===== src/rtl/rtc_bus_pkg.sv =====
// Shared types and constants for the RTC multiplexed A/D bus sequencer.
// The verify states exist only when RTC_READBACK_VERIFY_EN is defined.
package rtc_bus_pkg;

  localparam logic OP_WR = 1'b0;
  localparam logic OP_RD = 1'b1;

  localparam int DEF_N_ENTRIES = 16;
  localparam int DEF_T_PULSE   = 7;
  localparam int DEF_T_GAP     = 7;
  localparam int DEF_DATA_W    = 8;

  // Addresses at or above this are command bytes and are never read back.
  localparam logic [7:0] CMD_ADDR_MIN = 8'hF0;

  typedef struct packed {
    logic       op;
    logic [7:0] addr;
    logic [7:0] data;
  } entry_t;

  typedef enum logic [3:0] {
    S_IDLE,
    S_ADDR,
    S_ADDR_GAP,
    S_DATA,
    S_DATA_GAP,
`ifdef RTC_READBACK_VERIFY_EN
    S_VERIFY_ADDR,
    S_VERIFY_AGAP,
    S_VERIFY_DATA,
    S_VERIFY_DGAP,
`endif
    S_FINISH
  } state_t;

  function automatic entry_t mk_entry(input logic op, input logic [7:0] addr,
                                      input logic [7:0] data);
    entry_t e;
    e.op   = op;
    e.addr = addr;
    e.data = data;
    return e;
  endfunction

  function automatic logic needs_verify(input entry_t e);
    return (e.op == OP_WR) && (e.addr < CMD_ADDR_MIN);
  endfunction

endpackage


===== src/rtl/rtc_init_rom.sv =====
// Combinational init table for the RTC: index -> {op, addr, data}.
// Entry 14 reads the status register; every other entry is a write.
module rtc_init_rom
  import rtc_bus_pkg::*;
#(
  parameter int IDX_W = 4
) (
  input  logic [IDX_W-1:0] idx,
  output entry_t           entry
);

  always_comb begin
    entry = '0;
    case (int'(idx))
      0:       entry = mk_entry(OP_WR, 8'h02, 8'h10);
      1:       entry = mk_entry(OP_WR, 8'h02, 8'h00);
      2:       entry = mk_entry(OP_WR, 8'h10, 8'hD2);
      3:       entry = mk_entry(OP_WR, 8'h00, 8'h0A);
      4:       entry = mk_entry(OP_WR, 8'h21, 8'h00);
      5:       entry = mk_entry(OP_WR, 8'h22, 8'h00);
      6:       entry = mk_entry(OP_WR, 8'h23, 8'h03);
      7:       entry = mk_entry(OP_WR, 8'h24, 8'h26);
      8:       entry = mk_entry(OP_WR, 8'h25, 8'h04);
      9:       entry = mk_entry(OP_WR, 8'h26, 8'h16);
      10:      entry = mk_entry(OP_WR, 8'h43, 8'h23);
      11:      entry = mk_entry(OP_WR, 8'h42, 8'h58);
      12:      entry = mk_entry(OP_WR, 8'h41, 8'h59);
      13:      entry = mk_entry(OP_WR, 8'hF2, 8'hF2);
      14:      entry = mk_entry(OP_RD, 8'h01, 8'h00);
      15:      entry = mk_entry(OP_WR, 8'hF1, 8'hF1);
      default: entry = '0;
    endcase
  end

endmodule


===== src/rtl/rtc_bus_sequencer.sv =====
// Plays the rtc_init_rom table over the multiplexed RTC A/D bus on one start pulse.
// Define RTC_READBACK_VERIFY_EN to read back every non-command write and flag mismatches on err_o.
module rtc_bus_sequencer
  import rtc_bus_pkg::*;
#(
  parameter int N_ENTRIES = DEF_N_ENTRIES,
  parameter int T_PULSE   = DEF_T_PULSE,
  parameter int T_GAP     = DEF_T_GAP,
  parameter int DATA_W    = DEF_DATA_W
) (
  input  logic              clk_i,
  input  logic              reset,
  input  logic              start_i,
  output logic              busy_o,
  output logic              done_o,
  output logic [DATA_W-1:0] ad_o,
  output logic              ad_oe_o,
  input  logic [DATA_W-1:0] ad_i,
  output logic              a_d_o,
  output logic              cs_n_o,
  output logic              rd_n_o,
  output logic              wr_n_o,
  output logic [DATA_W-1:0] rd_data_o,
  output logic              rd_valid_o,
  output logic              err_o,
  output state_t            dbg_state
);

  localparam int T_MAX = (T_PULSE > T_GAP) ? T_PULSE : T_GAP;
  localparam int CNT_W = $clog2(T_MAX + 1);
  localparam int IDX_W = (N_ENTRIES > 1) ? $clog2(N_ENTRIES) : 1;

  state_t           state, state_nxt;
  logic [CNT_W-1:0] cnt, cnt_nxt, cnt_inc;
  logic [IDX_W-1:0] idx, idx_nxt;
  entry_t           cur;
  logic             pulse_end, gap_end, last_entry;
  logic             ph_addr, ph_agap, ph_data, ph_dgap, rd_ph, capture;

  rtc_init_rom #(.IDX_W(IDX_W)) u_rom (.idx(idx), .entry(cur));

  assign dbg_state  = state;
  assign cnt_inc    = cnt + CNT_W'(1);
  assign pulse_end  = (cnt == CNT_W'(T_PULSE - 1));
  assign gap_end    = (cnt == CNT_W'(T_GAP - 1));
  assign last_entry = (idx == IDX_W'(N_ENTRIES - 1));

`ifdef RTC_READBACK_VERIFY_EN
  assign ph_addr = state inside {S_ADDR, S_VERIFY_ADDR};
  assign ph_agap = state inside {S_ADDR_GAP, S_VERIFY_AGAP};
  assign ph_data = state inside {S_DATA, S_VERIFY_DATA};
  assign ph_dgap = state inside {S_DATA_GAP, S_VERIFY_DGAP};
  assign rd_ph   = (cur.op == OP_RD) || (state == S_VERIFY_DATA);
`else
  assign ph_addr = (state == S_ADDR);
  assign ph_agap = (state == S_ADDR_GAP);
  assign ph_data = (state == S_DATA);
  assign ph_dgap = (state == S_DATA_GAP);
  assign rd_ph   = (cur.op == OP_RD);
`endif

  assign capture = ph_data && rd_ph && pulse_end;

  // start_i is a request without backpressure: it is taken only in IDLE and dropped otherwise.
  always_comb begin
    state_nxt = state;
    cnt_nxt   = '0;
    idx_nxt   = idx;
    case (state)
      S_IDLE: if (start_i) begin
        state_nxt = S_ADDR;
        idx_nxt   = '0;
      end
      S_ADDR:     if (pulse_end) state_nxt = S_ADDR_GAP; else cnt_nxt = cnt_inc;
      S_ADDR_GAP: if (gap_end)   state_nxt = S_DATA;     else cnt_nxt = cnt_inc;
      S_DATA:     if (pulse_end) state_nxt = S_DATA_GAP; else cnt_nxt = cnt_inc;
      S_DATA_GAP:
        if (!gap_end) cnt_nxt = cnt_inc;
`ifdef RTC_READBACK_VERIFY_EN
        else if (needs_verify(cur)) state_nxt = S_VERIFY_ADDR;
`endif
        else if (last_entry) state_nxt = S_FINISH;
        else begin
          state_nxt = S_ADDR;
          idx_nxt   = idx + IDX_W'(1);
        end
`ifdef RTC_READBACK_VERIFY_EN
      S_VERIFY_ADDR: if (pulse_end) state_nxt = S_VERIFY_AGAP; else cnt_nxt = cnt_inc;
      S_VERIFY_AGAP: if (gap_end)   state_nxt = S_VERIFY_DATA; else cnt_nxt = cnt_inc;
      S_VERIFY_DATA: if (pulse_end) state_nxt = S_VERIFY_DGAP; else cnt_nxt = cnt_inc;
      S_VERIFY_DGAP:
        if (!gap_end) cnt_nxt = cnt_inc;
        else if (last_entry) state_nxt = S_FINISH;
        else begin
          state_nxt = S_ADDR;
          idx_nxt   = idx + IDX_W'(1);
        end
`endif
      S_FINISH: state_nxt = S_IDLE;
      default:  state_nxt = S_IDLE;
    endcase
  end

  // a_d_o only toggles inside the gaps, one cycle away from the strobe edges when T_GAP > 1.
  always_comb begin
    busy_o  = (state != S_IDLE) && (state != S_FINISH);
    done_o  = (state == S_FINISH);
    cs_n_o  = 1'b1;
    rd_n_o  = 1'b1;
    wr_n_o  = 1'b1;
    a_d_o   = 1'b0;
    ad_oe_o = 1'b0;
    ad_o    = '0;
    if (ph_addr) begin
      cs_n_o  = 1'b0;
      wr_n_o  = 1'b0;
      ad_oe_o = 1'b1;
      ad_o    = DATA_W'(cur.addr);
    end
    if (ph_agap) begin
      ad_oe_o = 1'b1;
      ad_o    = DATA_W'(cur.addr);
      a_d_o   = gap_end;
    end
    if (ph_data) begin
      a_d_o  = 1'b1;
      cs_n_o = 1'b0;
      if (rd_ph) rd_n_o = 1'b0;
      else begin
        wr_n_o  = 1'b0;
        ad_oe_o = 1'b1;
        ad_o    = DATA_W'(cur.data);
      end
    end
    if (ph_dgap) a_d_o = !gap_end;
  end

  always_ff @(posedge clk_i) begin
    if (reset) begin
      state      <= S_IDLE;
      cnt        <= '0;
      idx        <= '0;
      rd_data_o  <= '0;
      rd_valid_o <= 1'b0;
    end else begin
      state      <= state_nxt;
      cnt        <= cnt_nxt;
      idx        <= idx_nxt;
      rd_valid_o <= capture;
      if (capture) rd_data_o <= ad_i;
    end
  end

`ifdef RTC_READBACK_VERIFY_EN
  logic err_q;
  always_ff @(posedge clk_i) begin
    if (reset) err_q <= 1'b0;
    else if (state == S_IDLE && start_i) err_q <= 1'b0;
    else if (state == S_VERIFY_DATA && pulse_end && ad_i != DATA_W'(cur.data)) err_q <= 1'b1;
  end
  assign err_o = err_q;
`else
  assign err_o = 1'b0;
`endif

endmodule

===== config.mk =====
export PLATFORM = sky130hd
export DESIGN_NAME = rtc_bus_sequencer
export DESIGN_NICKNAME = d
export VERILOG_FILES = /design/src/rtl/rtc_bus_pkg.sv /design/src/rtl/rtc_init_rom.sv /design/src/rtl/rtc_bus_sequencer.sv
export SDC_FILE = /design/constraint.sdc
export NUM_CORES = 1
export LEC_CHECK = 0
export BUFFER_PORTS_ARGS = -buffer_cell sky130_fd_sc_hd__buf_2
export CAP_MARGIN = 20
export CORE_ASPECT_RATIO = 0.75
export CORE_UTILIZATION = 39
export DETAILED_ROUTE_END_ITERATION = 12
export PLACE_DENSITY = 0.62
export SLEW_MARGIN = 10
export SYNTH_ARGS = -nofsm -noshare
export SYNTH_HDL_FRONTEND = slang
export SYNTH_SLANG_ARGS = --single-unit
export TNS_END_PERCENT = 50

===== constraint.sdc =====
create_clock -name clk_i -period 8.4 [get_ports clk_i]
set_clock_uncertainty 0.2 [all_clocks]
set_input_delay 1.68 -clock clk_i [delete_from_list [all_inputs] [get_ports clk_i]]
set_output_delay 1.68 -clock clk_i [all_outputs]
set_load 0.02 [all_outputs]

==> run summary <==
DRT iter0 DRCs: 72
Worst Path Arrival: 2.11 ns
Number of H-tree levels: 2
LEAKAGE: 0.9381 nW
CTS tree: built
P&R area growth vs syn: 15.38%
Largest net degree at the start of global routing: 28
Fin crit period: 3.988 ns
Grt ovf: 0
Syn Area/Cell: 8.357 um^2
Status: finished clean
Multi-input gate area: 1035 um^2
Vias in the first global route: 1345
Max VDD drop: 0.09225 mV
Post-synthesis register bit count: 33
Setup TNS: 0 ns
Post-synth cell types: 46
Clk_lat worst skew: 0.28 ns
Clock Tree Root: clkbuf_8
F_max: 250.8 MHz
Synth top area cells: dfxtp_1 (36%), mux2i_1 (8.2%), ha_1 (6.9%)
Worst-path maximum fanout: 25
Final WL: 3.894 mm
DP Wirelength: 2.880 mm
RR Startpoint: dbg_state[2]
Setup crit end kind: output port
Critical path startpoint: dbg_state[1]
YS warnings: 0
PortBufs: 37
Post_cts resized: 0
Leading area contributor after synthesis: dfxtp_1
Num CTS Buffers: 5
Top_reg_cell synth: dfxtp_1
Top-count cell post-synth: dfxtp_1
Layout cells sized above 1: 21.91%
Post-DP Area: 2016 um^2
Final antenna diode count: 0
Hold path startpoint: cnt[0]
Seq/Total Area, Yosys: 36.26%
Fillers: 465
Clk slew on worst S/H paths: 0.07 ns
PwrDens: 140.3 nW/um^2
I/O Pins: 40
First drt pass iteration count: 4
Drt wl/cell: 12.64 um
Final worst path period share: 47.47%
Max-slew violations: 0
RSZ-0062 raised after global routing: false
Startpoint Class: flop
Die W: 80.92 um
Site Rows: 21
Synth Cell Area: 1822 um^2
Via Count: 1554
Clock Sink Count: 33
Max-cap viol count: 0
Die area: 4951 um^2
First-pass GRT wire length: 6.334 mm
Reg area: 660.6 um^2
Post-DRT Antenna Nets: 0
Design area: 2102 um^2
Post-CTS Setup Inserts: 0
Util after Layout: 47.06%
Crit Path Class: flop to output port
Number of synthesized flops with an enable pin: 0
CP Data Required Time: 6.52 ns
Hold Crit Class: flop to flop
Top cells by count, synth: dfxtp_1 (33), nor2_1 (27), inv_1 (15), mux2i_1 (15), nand2_1 (13)
Avg Vias per Cell: 5.045
Clock Path Buffers: 2
Initial antenna violation count: 0
Gr usage total: 17.16%
Drt drc: 0
Cells after Synth: 218
Setup Viol. Count Final: 0
Non-Filler Instances: 308
Die Span Y: 61.19 um
Yosys top cell area share: 36.26%
Total core area: 4467 um^2
Cell total after placement: 300
Slew margin rel.: 46.52%
Initial Util: 40.78%
Final Hold Fails: 0
# nets final: 271
Slew at the pin with the worst max-slew slack: 0.8022 ns
Global placement routability congestion: 0.9240
FFs w/ async S/R, synth: 0%
Hold-fix buffers at CTS: 0
==> state kept, by name (all words and copies together), names as in the netlist <==
signal / cells
dbg_state: 3
cnt: 3
u_rom.entry: 14
idx: 4
rd_valid_o: 1
rd_data_o: 8
==> power by group <==
| part | internal, W | switching [W] |
|---|---|---|
| combinational | 0.00000726 | 0.0000122 |
| sequential | 0.000157 | 0.00000242 |
| clock | 0.0000571 | 0.0000586 |
==> cells in the final DEF, fill, tap and decap left out, types with 2 or more instances in the layout <==
cell	instances
buf_2	37
dfxtp_1	33
nor2_1	27
inv_1	15
mux2i_1	15
nand2_1	13
o21ai_0	11
nand3_1	11
ha_1	10
a21oi_1	9
a22oi_1	6
nor2b_1	5
and2_1	5
clkbuf_8	5
and3_1	4
nand2b_1	4
nor3_1	3
a31oi_1	3
o22ai_1	3
and4b_1	2
or3_1	2
inv_2	2
conb_1	2
clkinv_2	2
==> metrics by stage <==
| stage | hold WS, ns | total power, W | setup slack (ns) |
|---|---|---|---|
| floorplan | 0.2173 | 0.0001779 | 4.581 |
| global placement | 0.2284 | 0.0001826 | 4.328 |
| detailed placement | 0.2464 | 0.0001828 | 4.272 |
| CTS | 0.2584 | 0.0002985 | 4.387 |
| global route | 0.2875 | 0.0003075 | 4.124 |
| finish | 0.2552 | 0.0002948 | 4.412 |
==> kinds of logic (layout without fill, tap and decap cells) <==
kind of cell,Yosys count,in the layout,synth area share (%)
AND/OR/NAND/NOR,83,83,23.35
multiplexers,15,15,8.242
adder cells (fa/ha/maj),10,10,6.868
XOR/XNOR,2,2,0.9617
buffers and inverters,30,62,7.143
other,1,2,0.2058
flip-flops,33,33,36.26
AO/OA/AOI/OAI,44,44,16.97
==> critical path, cell delays in order (launching register included) <==
cell	delay (ns)
dfxtp_1	0.82
nor2b_1	0.43
nand2_1	0.09
o21ai_0	0.08
a22oi_1	0.11
nor2_1	0.11
buf_2	0.18
==> layout make-up <==
cell class / instances / share of cell area, %
tap: 57 / 3.393
sequential: 33 / 31.43
clock inverter: 3 / 0.8333
clock buffer: 5 / 3.274
multi-input combinational: 156 / 49.23
timing repair buffer: 37 / 8.810
inverter: 17 / 3.036
==> routing by layer <==
layer  vias up  share of wire (%)  wire (um)  GRT usage (%)
li1        810                  -          -              -
met1       714                 55       2141          25.45
met2        28                 40       1544          24.01
met3         2                4.7        183          4.889
met4         0               0.64         25          4.592
met5         -                  0          0              0
==> path summary, 6_finish.rpt <==
| kind | cells after the start | end | slack [ns] |
|---|---|---|---|
| worst max-delay path | 6 | ad_o[6] | 4.41 |
| worst min-delay path | 1 | cnt[0] | 0.26 |
| worst max register to register | 8 | u_rom.entry[0] | 5.15 |
| worst min register to register | 1 | cnt[0] | 0.26 |
Note: power is estimated with default switching activity, not from simulation.
